### config.mk
export PLATFORM = sky130hd
export DESIGN_NAME = alu_share_arbiter
export DESIGN_NICKNAME = d
export VERILOG_FILES = /design/src/rtl/alu_share_arbiter.sv
export SDC_FILE = /design/constraint.sdc
export NUM_CORES = 1
export LEC_CHECK = 0
export CORE_ASPECT_RATIO = 0.9
export CORE_UTILIZATION = 41
export CTS_BUF_LIST = sky130_fd_sc_hd__clkbuf_16
export CTS_CLUSTER_SIZE = 10
export DETAILED_ROUTE_END_ITERATION = 6
export GPL_TIMING_DRIVEN = 0
export HOLD_SLACK_MARGIN = 0.08
export PLACE_DENSITY_LB_ADDON = 0.15
export SETUP_SLACK_MARGIN = 0.2
export SYNTH_ARGS = -nofsm -noshare
export SYNTH_HDL_FRONTEND = slang
export SYNTH_SLANG_ARGS = --single-unit
### constraint.sdc
create_clock -name clock -period 3.45 [get_ports clock]
set_input_delay 0.5175 -clock clock [delete_from_list [all_inputs] [get_ports clock]]
set_output_delay 0.5175 -clock clock [all_outputs]
set_load 0.05 [all_outputs]
### src/rtl/alu_share_arbiter.sv
// alu_share_arbiter: shares one ALU between two requesters. Each accepted command
// drives registered operands to the ALU, waits ALU_LAT cycles, then captures the
// result and flags and pulses done to the requester that owns the command.
// Define ALU_ARB_FIXED_PRIO_EN to give requester 0 fixed priority (no
// round-robin pointer; requester 1 may starve).
module alu_share_arbiter #(
    parameter int unsigned WIDTH   = 8,
    parameter int unsigned OPW     = 4,
    parameter int unsigned ALU_LAT = 1
) (
    input  logic             clock,
    input  logic             reset,
    input  logic             req0,
    input  logic             req1,
    input  logic [WIDTH-1:0] a0,
    input  logic [WIDTH-1:0] b0,
    input  logic [WIDTH-1:0] a1,
    input  logic [WIDTH-1:0] b1,
    input  logic [OPW-1:0]   op0,
    input  logic [OPW-1:0]   op1,
    output logic             gnt0,
    output logic             gnt1,
    output logic             done0,
    output logic             done1,
    output logic             busy,
    output logic [WIDTH-1:0] result,
    output logic             zero,
    output logic             carry,
    output logic             overflow,
    output logic [WIDTH-1:0] alu_a,
    output logic [WIDTH-1:0] alu_b,
    output logic [OPW-1:0]   alu_op,
    input  logic [WIDTH-1:0] alu_result,
    input  logic             alu_zero,
    input  logic             alu_carry,
    input  logic             alu_overflow
);

    typedef enum logic [0:0] {StIdle, StIssue} state_e;

    localparam logic [2:0] LatInit = 3'(ALU_LAT);

    state_e           state_q, state_d;
    logic [2:0]       cnt_q, cnt_d;
    logic             owner_q, owner_d;
    logic             gnt0_q, gnt0_d, gnt1_q, gnt1_d;
    logic             done0_q, done0_d, done1_q, done1_d;
    logic             busy_q, busy_d;
    logic [WIDTH-1:0] result_q, result_d;
    logic             zero_q, zero_d, carry_q, carry_d, ovf_q, ovf_d;
    logic [WIDTH-1:0] alu_a_q, alu_a_d, alu_b_q, alu_b_d;
    logic [OPW-1:0]   alu_op_q, alu_op_d;
    logic             sel;
`ifndef ALU_ARB_FIXED_PRIO_EN
    logic             prio_q, prio_d;
`endif

    // Next-state logic: arbitration and operand latch in idle, settle countdown and capture
    always_comb begin
        state_d  = state_q;
        cnt_d    = cnt_q;
        owner_d  = owner_q;
        gnt0_d   = 1'b0;
        gnt1_d   = 1'b0;
        done0_d  = 1'b0;
        done1_d  = 1'b0;
        busy_d   = busy_q;
        result_d = result_q;
        zero_d   = zero_q;
        carry_d  = carry_q;
        ovf_d    = ovf_q;
        alu_a_d  = alu_a_q;
        alu_b_d  = alu_b_q;
        alu_op_d = alu_op_q;
        sel      = 1'b0;
`ifndef ALU_ARB_FIXED_PRIO_EN
        prio_d   = prio_q;
`endif
        unique case (state_q)
            StIdle: begin
                if (req0 || req1) begin
`ifdef ALU_ARB_FIXED_PRIO_EN
                    sel = ~req0;
`else
                    // Pointer only matters on a tie; it then favours the one not served last
                    sel    = (req0 && req1) ? prio_q : req1;
                    prio_d = ~sel;
`endif
                    owner_d  = sel;
                    alu_a_d  = sel ? a1 : a0;
                    alu_b_d  = sel ? b1 : b0;
                    alu_op_d = sel ? op1 : op0;
                    gnt0_d   = ~sel;
                    gnt1_d   = sel;
                    busy_d   = 1'b1;
                    cnt_d    = LatInit;
                    state_d  = StIssue;
                end
            end
            StIssue: begin
                cnt_d = cnt_q - 3'd1;
                if (cnt_q <= 3'd1) begin
                    cnt_d    = '0;
                    result_d = alu_result;
                    zero_d   = alu_zero;
                    carry_d  = alu_carry;
                    ovf_d    = alu_overflow;
                    done0_d  = ~owner_q;
                    done1_d  = owner_q;
                    busy_d   = 1'b0;
                    state_d  = StIdle;
                end
            end
            default: state_d = StIdle;
        endcase
    end

    // State register with synchronous reset; reset aborts any op in flight
    always_ff @(posedge clock) begin
        if (reset) begin
            state_q  <= StIdle;
            cnt_q    <= '0;
            owner_q  <= 1'b0;
            gnt0_q   <= 1'b0;
            gnt1_q   <= 1'b0;
            done0_q  <= 1'b0;
            done1_q  <= 1'b0;
            busy_q   <= 1'b0;
            result_q <= '0;
            zero_q   <= 1'b0;
            carry_q  <= 1'b0;
            ovf_q    <= 1'b0;
            alu_a_q  <= '0;
            alu_b_q  <= '0;
            alu_op_q <= '0;
`ifndef ALU_ARB_FIXED_PRIO_EN
            prio_q   <= 1'b0;
`endif
        end else begin
            state_q  <= state_d;
            cnt_q    <= cnt_d;
            owner_q  <= owner_d;
            gnt0_q   <= gnt0_d;
            gnt1_q   <= gnt1_d;
            done0_q  <= done0_d;
            done1_q  <= done1_d;
            busy_q   <= busy_d;
            result_q <= result_d;
            zero_q   <= zero_d;
            carry_q  <= carry_d;
            ovf_q    <= ovf_d;
            alu_a_q  <= alu_a_d;
            alu_b_q  <= alu_b_d;
            alu_op_q <= alu_op_d;
`ifndef ALU_ARB_FIXED_PRIO_EN
            prio_q   <= prio_d;
`endif
        end
    end

    assign gnt0     = gnt0_q;
    assign gnt1     = gnt1_q;
    assign done0    = done0_q;
    assign done1    = done1_q;
    assign busy     = busy_q;
    assign result   = result_q;
    assign zero     = zero_q;
    assign carry    = carry_q;
    assign overflow = ovf_q;
    assign alu_a    = alu_a_q;
    assign alu_b    = alu_b_q;
    assign alu_op   = alu_op_q;

endmodule

==> run_results.csv <==
group,metric,value,unit
route,drt-initial-drc-count,94,
pwr,ir_worst_vdd,0.290,mV
setup_path,cp-end-kind,"output port",
timing,drv_slew,0,
route,drt_wl_total,4600,µm
setup_path,reg2reg_depth,6,
die,rows,21,
cells_and_area,finish.utilization,72.4,%
clocking,clock_latency,0.28,ns
setup_path,crit_end,"result[2]",
global_route,grt_pass1_vias,1487,
setup_path,crit_type,"reg2out",
timing,timing.setup.tns,0,ns
logic_synthesis,yosysTopAreaCell,"dfxtp_1",
route,firstDrtPassIters,4,
route,vias_per_cell,5.45,
setup_path,slowest_delay,0.81,ns
cells_and_area,drive_gt1_share,10.1,%
timing,slew_headroom,65.2,%
timing,fmax,512,MHz
clocking,ctsHoldBuffers,0,
route,routed-via-count,1547,
logic_synthesis,yosysWarnings,0,
global_route,grt_pass1_wl,7270,µm
setup_path,crit_family,"buffers and inverters",
logic_synthesis,synth.most_common_cell,"dfxtp_1",
logic_synthesis,synthTopCellsByArea,"dfxtp_1 (51%), a221o_1 (12%), nor3b_1 (9.1%)",
logic_synthesis,avgSynthCellArea,11.7,µm²
clocking,ctsResizeCount,0,
timing,fin_crit,1.95,ns
setup_path,rrSetupSlack,1.84,ns
logic_synthesis,syn_nets,199,
setup_path,cp-startpoint,"result[2]",
pwr,p_leak,1.03,nW
die,io-pin-count,91,
route,antenna_left,0,
timing,worst_slew_pin_slew,0.520,ns
cells_and_area,layout.cells.non_filler,284,
global_route,grt_overflow_total,0,
setup_path,rr_endpoint,"cnt_q[0]",
timing,setup_viol_count_final,0,
route,drc_errors,0,
clocking,path_clk_slew,0.06,ns
placed_design,dpl.cell_count,277,
status,outcome,"finished, final reports clean",
placed_design,hpwlAfterDp,3480,µm
setup_path,arrival,1.44,ns
setup_path,cp_slowest_cell,"clkdlybuf4s50_1",
setup_path,required,2.93,ns
cells_and_area,finalNetCount,295,
setup_path,crit_fanout,2,
setup_path,cp_num_cells,1,
logic_synthesis,seq_area_frac_synth,50.8,%
placed_design,gp_congestion,0.775,
timing,rsz0062_at_grt,"no",
flow_run,max_cap_viol_count,0,
global_route,antenna_found_initial,0,
logic_synthesis,async_flop_share,0,%
logic_synthesis,yosysTopAreaCellShare,50.8,%
clocking,root_buffer,"clkbuf_16",
die,dieArea,0.00430,mm²
clocking,cts_made_buffers,5,
logic_synthesis,ys_ff_latch,42,
cells_and_area,diodes,0,
clocking,cts_max_level,2,
global_route,grt_max_degree,13,
timing,hold_viol,0,
logic_synthesis,synthTopCellsByCount,"dfxtp_1 (42), a221o_1 (20), nor3b_1 (20)",
min_path,hold_path.class,"reg2reg",
setup_path,critPathBufInv,1,
timing,timing.hold.ws,0.445,ns
die,die_h,62.3,µm
clocking,clock_sinks,42,
logic_synthesis,synth_cell_type_count,33,
route,avgRoutedWirePerCell,16.2,µm
timing,fin_crit_sh,56.7,%
setup_path,cp_cell_sequence,"clkdlybuf4s50_1",
die,start_util,43.8,%
timing,skew,0.00396,ns
logic_synthesis,ys.flop_type,"dfxtp_1",
clocking,cts_tree,"done",
global_route,grtUsageTotal,21.4,%
setup_path,start_kind,"flop",
setup_path,r2r-start,"cnt_q[1]",
logic_synthesis,synth_cells,142,
pwr,power_density,513,mW/mm²
logic_synthesis,synth_edf_count,0,
clocking,cts_setup_buffers,0,
cells_and_area,area_growth,65.4,%
die,die_x,69,µm
die,coreArea,0.00378,mm²
clocking,cts_buffer_depth,2,
logic_synthesis,synth_area,0.00166,mm²
placed_design,port_buffers,89,
## per-layer routing
| metal | wire, µm | vias to the layer above | global-route usage, % |
|---|---|---|---|
| met1 | 1980 | 758 | 25.0 |
| met5 | 0 | - | 0 |
| li1 | - | 734 | - |
| met4 | 55 | 0 | 6.89 |
| met3 | 236 | 6 | 5.36 |
| met2 | 2330 | 49 | 38.0 |
## metrics by stage
step                power [W]  setup slack (ns)  area [µm²]
detailed placement   0.000978              1.37        2610
floorplan            0.000811              1.98        1660
finish                0.00140              1.50        2740
global placement     0.000966              1.42        2610
global route          0.00145              1.46        2740
CTS                   0.00141              1.49        2740
## worst min path at each step
stage,start,to,slack [ns],depth (start not counted)
2_1_floorplan,owner_q,done0,0.41,1
3_3_place_gp,owner_q,done0,0.44,1
3_5_place_dp,owner_q,done0,0.45,1
4_1_cts,owner_q,done0,0.45,1
5_1_grt,owner_q,done0,0.46,1
6_report,owner_q,done0,0.45,1
## power by group
group          switching [W]  internal, W
Sequential         0.0000284     0.000531
Clock               0.000175     0.000261
Combinational       0.000228     0.000181
Total               0.000431     0.000973
## cell families (layout without fill, tap and decap cells)
kind of cell / count (synthesis) / after routing / synth area share (%)
fa+ha+maj: 2 / 2 / 1.51
buf+inv: 16 / 112 / 5.89
compound gates: 46 / 46 / 25.4
flops: 42 / 42 / 50.8
simple gates: 36 / 36 / 16.5
## layout make-up
class	instances	area, µm²
Buffer	11	78.8
Clock buffer	5	125
Clock inverter	2	10.0
Fill cell	260	1040
Inverter	5	18.8
Multi-Input combinational cell	84	718
Sequential cell	42	841
Tap cell	46	57.6
Timing Repair Buffer	89	891
## flip-flops by register name, summed over array words and instances (netlist names)
| signal | cells |
|---|---|
| alu_op | 4 |
| prio_q | 1 |
| result | 8 |
| cnt_q | 3 |
| overflow | 1 |
| gnt1 | 1 |
| gnt0 | 1 |
| busy | 1 |
| carry | 1 |
| done0 | 1 |
| state_q | 1 |
| zero | 1 |
| owner_q | 1 |
| done1 | 1 |
| alu_b | 8 |
| alu_a | 8 |
## cell usage in the layout, fill, tap and decap left out, types with 2 or more instances in the layout
| cell | Yosys | routed |
|---|---|---|
| nor3b_1 | 20 | 20 |
| buf_2 | 3 | 3 |
| a22o_1 | 11 | 11 |
| inv_1 | 4 | 4 |
| a221o_1 | 20 | 20 |
| clkdlybuf4s50_1 | 0 | 89 |
| dfxtp_1 | 42 | 42 |
| buf_4 | 3 | 3 |
| buf_6 | 3 | 3 |
| and2_1 | 2 | 2 |
| o21ai_1 | 2 | 2 |
| clkbuf_16 | 0 | 5 |
| o21ba_2 | 2 | 2 |
| ha_1 | 2 | 2 |
| clkinv_2 | 0 | 2 |
| clkbuf_1 | 2 | 2 |
| a21oi_1 | 2 | 2 |
| nor2b_1 | 6 | 6 |
(Power assumes the default switching activity.)
